File: src/rtl/mult_32_seq_if.sv
// Operand and product handshakes for mult_32_seq.
// master drives operands and accepts products; slave is the multiplier.
interface mult_32_seq_if;
  logic        in_valid;
  logic        in_ready;
  logic [31:0] multiplicand;
  logic [31:0] multiplier;
  logic        out_valid;
  logic        out_ready;
  logic [63:0] product;

  modport master (
    output in_valid, multiplicand, multiplier, out_ready,
    input  in_ready, out_valid, product
  );

  modport slave (
    input  in_valid, multiplicand, multiplier, out_ready,
    output in_ready, out_valid, product
  );
endinterface

File: src/rtl/mult_32_seq.sv
// 32x32 unsigned shift-and-add multiplier, one add per cycle,
// built around a single adder_32 with valid/ready on both sides.
module adder_32 (
  input  logic [31:0] a,
  input  logic [31:0] b,
  input  logic        c_in,
  output logic [31:0] sum,
  output logic        c_out
);
  assign {c_out, sum} = {1'b0, a} + {1'b0, b} + {32'b0, c_in};
endmodule

module mult_32_seq #(
  parameter int WIDTH = 32
) (
  input logic         clk,
  input logic         rst,
  mult_32_seq_if.slave bus
);
  if (WIDTH != 32) begin : g_width_chk
    $error("mult_32_seq: WIDTH must be 32");
  end

  typedef enum logic [1:0] {
    IDLE,
    CALC,
    DONE
  } state_t;

  state_t           state;
  logic [WIDTH-1:0] a_reg;
  logic [WIDTH-1:0] p_hi;
  logic [WIDTH-1:0] p_lo;
  logic [5:0]       cnt;
  logic             in_ready;
  logic             out_valid;

  logic [31:0] add_b;
  logic [31:0] sum;
  logic        c_out;

  assign add_b = p_lo[0] ? a_reg : 32'h0;

  adder_32 u_add (
    .a     (p_hi),
    .b     (add_b),
    .c_in  (1'b0),
    .sum   (sum),
    .c_out (c_out)
  );

  always_ff @(posedge clk) begin
    if (rst) begin
      state     <= IDLE;
      a_reg     <= '0;
      p_hi      <= '0;
      p_lo      <= '0;
      cnt       <= '0;
      in_ready  <= 1'b1;
      out_valid <= 1'b0;
    end else begin
      unique case (state)
        IDLE: begin
          if (bus.in_valid) begin
            a_reg    <= bus.multiplicand;
            p_lo     <= bus.multiplier;
            p_hi     <= '0;
            cnt      <= '0;
            in_ready <= 1'b0;
            state    <= CALC;
          end
        end
        CALC: begin
          // carry-out is kept as the new top bit of p_hi
          p_hi <= {c_out, sum[31:1]};
          p_lo <= {sum[0], p_lo[31:1]};
          cnt  <= cnt + 6'd1;
          if (cnt == 6'd31) begin
            out_valid <= 1'b1;
            state     <= DONE;
          end
        end
        DONE: begin
          if (bus.out_ready) begin
            out_valid <= 1'b0;
            in_ready  <= 1'b1;
            state     <= IDLE;
          end
        end
        default: begin
          in_ready  <= 1'b1;
          out_valid <= 1'b0;
          state     <= IDLE;
        end
      endcase
    end
  end

  assign bus.in_ready  = in_ready;
  assign bus.out_valid = out_valid;
  assign bus.product   = {p_hi, p_lo};
endmodule

File: src/flat_wrapper.sv
// flat-port wrapper written by rule: the top's interface ports become plain ports
module mult_32_seq_flat 
#(
  parameter int WIDTH = 32
)
  (clk, rst, bus_in_valid, bus_multiplicand, bus_multiplier, bus_out_ready, bus_in_ready, bus_out_valid, bus_product);
  mult_32_seq_if bus_i ();
  input logic clk;
  input logic rst;
  input wire logic [$bits(bus_i.in_valid)-1:0] bus_in_valid;
  input wire logic [$bits(bus_i.multiplicand)-1:0] bus_multiplicand;
  input wire logic [$bits(bus_i.multiplier)-1:0] bus_multiplier;
  input wire logic [$bits(bus_i.out_ready)-1:0] bus_out_ready;
  output wire logic [$bits(bus_i.in_ready)-1:0] bus_in_ready;
  output wire logic [$bits(bus_i.out_valid)-1:0] bus_out_valid;
  output wire logic [$bits(bus_i.product)-1:0] bus_product;
  assign bus_i.in_valid = bus_in_valid;
  assign bus_i.multiplicand = bus_multiplicand;
  assign bus_i.multiplier = bus_multiplier;
  assign bus_i.out_ready = bus_out_ready;
  assign bus_in_ready = bus_i.in_ready;
  assign bus_out_valid = bus_i.out_valid;
  assign bus_product = bus_i.product;
  mult_32_seq #(.WIDTH(WIDTH)) u_core (.clk(clk), .rst(rst), .bus(bus_i));
endmodule
File: config.mk
export PLATFORM = sky130hd
export DESIGN_NAME = mult_32_seq_flat
export DESIGN_NICKNAME = d
export VERILOG_FILES = /design/src/rtl/mult_32_seq_if.sv /design/src/rtl/mult_32_seq.sv /design/src/flat_wrapper.sv
export SDC_FILE = /design/constraint.sdc
export NUM_CORES = 1
export LEC_CHECK = 0
export BUFFER_PORTS_ARGS = -buffer_cell sky130_fd_sc_hd__buf_2
export CORE_MARGIN = 2
export CORE_UTILIZATION = 55
export CTS_CLUSTER_SIZE = 20
export DETAILED_ROUTE_END_ITERATION = 8
export PLACE_DENSITY = 0.83
export SLEW_MARGIN = 20
export SYNTH_ARGS = -nofsm -noshare
export SYNTH_HDL_FRONTEND = slang
export SYNTH_SLANG_ARGS = --single-unit
File: constraint.sdc
create_clock -name clk -period 3.7 [get_ports clk]
set_clock_uncertainty 0.2 [all_clocks]
set_input_delay 0.185 -clock clk [delete_from_list [all_inputs] [get_ports clk]]
set_output_delay 0.185 -clock clk [all_outputs]
set_load 0.01 [all_outputs]
After elaboration in Yosys (flattened, before gate mapping)
Cells that the tools add are included.

word-level totals
  register bits = 106
  bits of input ports = 68
  output and inout bits = 66

cells by class
  add/subtract/negate cells = 2
  eq/ne operators = 6
  muxes and demuxes = 17
  bitwise logic cells = 2
  reductions and logical operators = 7

operator list
  operator             number
  $pmux 32 s2          2
  $mux 32              3
  $add 32x32->33       1
  $pmux 6 s2           1
  $reduce_and 3->1     3
  $add 6x1->6 const B  1
  $eq 6x5->1 const B   1
  $mux 2               3
  $mux 6               1
  $pmux 1 s3           2
  $pmux 2 s3           1
  $mux 1               4
  $ne 2x2->1 const B   2
  $reduce_and 2->1     2
  $eq 2x1->1 const B   1
  $eq 2x2->1 const B   1
  $logic_not 2->1      1
  $ne 2x1->1 const B   1
  $not 1->1            2
  $reduce_bool 2->1    1

Logic depth before layout (Yosys ltp)
  depth in word-level cells = 3
  mapped depth = 12
  mapped depth without buffers = 12

Hierarchy
Synthesis repeated with hierarchy kept, for this count alone.

second synthesis, totals
  cell total of the unflattened synthesis = 803
  area, all modules = 6079.6 µm²

modules (own cells, without submodules)
  module       times used  cells an instance  area an instance (µm²)  sequential area each (µm²)
  mult_32_seq  1           544                4225.3                  2122.0
  adder_32     1           259                1854.3                  0.0

Worst setup path before layout
No wires, ideal clock.

  path type = flip-flop to flip-flop
  start point = register u_core.p_lo[0]
  end point = register u_core.p_hi[21]
  setup time = 0.117 ns
  arrival time = 2.606 ns
  required time = 3.383 ns
  setup slack = 0.777 ns
  cell stages (with the launch flop) = 12
  buffers on the path = 1
  period minus slack after synthesis = 2.923 ns
  cell sequence = dfxtp_1 -> clkbuf_1 -> nand2_1 -> fa_1 -> nor2b_4 -> o211ai_1 -> a31oi_1 -> o22ai_1 -> o31ai_2 -> a21oi_1 -> xnor2_1 -> a22o_1

between the ends
  word-level cells in the longest chain between the ends = 3

RTL lines
  what                    line               RTL
  from (decl)             mult_32_seq.sv:33  logic [WIDTH-1:0] p_lo;
  from (signal assigned)  mult_32_seq.sv:66  p_lo <= bus.multiplier;
  from (signal assigned)  mult_32_seq.sv:76  p_lo <= {sum[0], p_lo[31:1]};
  $mux 32                 mult_32_seq.sv:42  assign add_b = p_lo[0] ? a_reg : 32'h0;
  $add 32x32->33          mult_32_seq.sv:10  assign {c_out, sum} = {1'b0, a} + {1'b0, b} + {32'b0, c_in};
  $pmux 32 s2             mult_32_seq.sv:62  unique case (state)
  to (signal assigned)    mult_32_seq.sv:75  p_hi <= {c_out, sum[31:1]};
  to (decl)               mult_32_seq.sv:32  logic [WIDTH-1:0] p_hi;

No other way between the ends.
A chain may end at the register's enable or synchronous reset.

Worst setup path after layout
  start point = register u_core.p_lo[0]
  end point = register u_core.p_hi[31]

Same word-level chain as after synthesis.

==> impl_metrics.env <==
export IMPL_crit_type="flip-flop to flip-flop"
export IMPL_clk_path_buf_depth=2
export IMPL_status="completed"
export IMPL_pin_count=134
export IMPL_r2r_start="u_core.p_lo[0]"
export IMPL_power_density_mw_per_mm2=324.9
export IMPL_layout_nets=1026
export IMPL_gp_congestion=0.9198
export IMPL_startpoint_type="flip-flop"
export IMPL_worst_r2r_setup_slack_ps=560
export IMPL_seq_area_mm2=0.002122
export IMPL_io_buffer_count=133
export IMPL_post_route_period_util_pct=84.75
export IMPL_cpMaxStageDelayCell="fa_1"
export IMPL_cts_sinks=106
export IMPL_ys_types=57
export IMPL_cpPeakStageDelay_ps=420
export IMPL_cts_buffers=9
export IMPL_p_leak_nw=3.530
export IMPL_start_util_pct=56.54
export IMPL_die_y_um=106.8
export IMPL_crit_start="u_core.p_lo[0]"
export IMPL_cp_common_cell="a31oi_1"
export IMPL_antenna_found_initial=0
export IMPL_crit_end="u_core.p_hi[31]"
export IMPL_worstHoldPathType="primary input to flip-flop"
export IMPL_synthFlopType="dfxtp_1"
export IMPL_slew_violations=0
export IMPL_first_global_vias=5608
export IMPL_drt_iter0_markers=373
export IMPL_worst_pin_slew_ps=888.1
export IMPL_area_growth_pct=27.00
export IMPL_grt_start_max_net_pins=79
export IMPL_synth_common_cells="nor2_1, nand2_1, dfxtp_1"
export IMPL_drtAntennaViolNets=0
export IMPL_synth_largest_area_cell="dfxtp_1"
export IMPL_drv_cap=0
export IMPL_cts_clk_slew_worst_paths_ps=110
export IMPL_fin_crit_ps=3136
export IMPL_via_per_inst=5.635
export IMPL_die_w_um=106.8
export IMPL_cp_required_ps=3810
export IMPL_track_usage_pct=27.42
export IMPL_rsz0062_at_grt="false"
export IMPL_place_ws_ps=637.8
export IMPL_rr_worst_depth=12
export IMPL_drive_gt1_share_pct=18.84
export IMPL_first_pass_iters=9
export IMPL_rows=37
export IMPL_max_freq_mhz=318.9
export IMPL_synth_edf_count=0
export IMPL_yosysMostFrequentCell="nor2_1"
export IMPL_coreArea_mm2=0.01028
export IMPL_wl_um=15890
export IMPL_critPathMaxFanout=3
export IMPL_antenna_cells=0
export IMPL_worst_slack_ps=564.2
export IMPL_setup_viol=0
export IMPL_netlist_area_mm2=0.005811
export IMPL_vias=6001
export IMPL_syn_avg_cell_area_um2=7.727
export IMPL_r2r_end="u_core.p_hi[31]"
export IMPL_yosysWarningCount=0
export IMPL_multi_input_area_mm2=0.003431
export IMPL_ys_ff_latch=106
export IMPL_synth_cells=752
export IMPL_htreeDepth=3
export IMPL_ys_seq_area_share_pct=36.52
export IMPL_dp_hpwl_um=10270
export IMPL_peakVddDrop_mv=0.3086
export IMPL_endpoint_kind="flip-flop"
export IMPL_grt_pass1_wl_um=25590
export IMPL_cts_tree="done"
export IMPL_async_flop_share_pct=0
export IMPL_relSlewSlack_pct=40.58
export IMPL_cts_setup_buffers=0
export IMPL_critPathArrivalTime_ps=3250
export IMPL_root_buffer="clkbuf_8"
export IMPL_synth_nets=854
export IMPL_fillers=830
export IMPL_fin_tns_setup_ps=0
export IMPL_die_area_mm2=0.01140
export IMPL_crit_chain="and2_1 > ha_1 > inv_1 > fa_1 > nor2b_4 > o211ai_1 > a31oi_1 > o21ai_2 > o311ai_4 > a31oi_1 > nand3b_1 > a211oi_2"
export IMPL_drc=0
export IMPL_synth_area_leaders="dfxtp_1, nor2_1, ha_1"
export IMPL_hold_violations=0
export IMPL_wl_per_cell_um=14.92
export IMPL_yosys_area_top_type_share_pct=36.52
export IMPL_insertion_delay_ps=390
export IMPL_grt_overflow=0
## logic make-up after synthesis
| kind of cell | share of synthesized area [%] |
|---|---|
| simple gates | 26.66 |
| fa+ha+maj | 7.451 |
| xor+xnor | 4.070 |
| compound gates | 20.61 |
| flops | 36.52 |
| buf+inv | 4.522 |
| mux | 0.1723 |
## routing by layer
metal	vias to the layer above	global-route usage, %	routed length (µm)	part of all wire (%)
li1	2955	-	-	-
met1	2819	33.79	6738	42
met2	196	47.86	7787	49
met3	31	5.410	1004	6.3
met4	0	9.091	360	2.3
met5	-	0	0	0
## area by class of cell
cell class / instances / share of cell area (%)
timing repair buffer: 209 / 18.99
multi-input combinational: 585 / 46.49
clock buffer: 10 / 1.729
tap: 136 / 2.306
sequential: 106 / 28.76
clock inverter: 6 / 1.068
inverter: 13 / 0.6612
## through the flow
| step | utilization [%] | instance area (µm²) | power (mW) | std cells | hold WS (ps) |
|---|---|---|---|---|---|
| 2_1_floorplan | - | 5811 | 1.466 | 752 | 121.0 |
| 3_3_place_gp | 63.37 | 6513 | 1.588 | 983 | 227.4 |
| 3_5_place_dp | 63.37 | 6513 | 1.593 | 983 | 232.8 |
| 4_1_cts | 71.80 | 7380 | 2.393 | 1065 | 175.5 |
| 5_1_grt | 71.80 | 7380 | 2.496 | 1065 | 217.2 |
| 6_report | 71.80 | 7380 | 2.397 | 1065 | 197.9 |
## power by group
part	switching (mW)	leakage [nW]	internal, mW
logic	0.219	2.56	0.172
clock network	0.435	0.106	0.331
registers	0.0412	0.867	1.20
total	0.695	3.53	1.70
## placed cells by master (no fill, tap or decap), types with 10 or more instances in the layout
cell type and n:
nor4_1 34, a21o_1 13, buf_2 133, inv_1 13
a21oi_1 78, buf_4 10, dfxtp_1 106, ha_1 33
o21ai_0 17, dlygate4sd3_1 66, xor2_1 10, and2_1 32
nand3_1 21, nand2_1 108, a22o_1 18, xnor2_1 17
nor2_1 123
## worst min-delay path by stage
| stage | from | end | cells past startpoint |
|---|---|---|---|
| finish | rst | u_core.a_reg[28] | 2 |
| global route | rst | u_core.a_reg[26] | 2 |
| CTS | rst | u_core.a_reg[29] | 2 |
| detailed placement | bus_multiplicand[12] | u_core.a_reg[12] | 3 |
| global placement | bus_multiplicand[31] | u_core.a_reg[31] | 3 |
| floorplan | bus_multiplicand[0] | u_core.a_reg[0] | 2 |
## critical path, delay by kind of cell (launching register included)
family	cells	cell delay (ps)
DFF	1	360
buffers and inverters	1	60
and+or+nand+nor	3	490
adders and majority gates	2	580
AOI/OAI and AO/OA	6	1350
## timing repair
item	CTS	global route
gates resized for setup	0	0
hold endpoints to repair	68	0
hold buffers	66	0
Note: power is estimated with default switching activity, not from simulation.
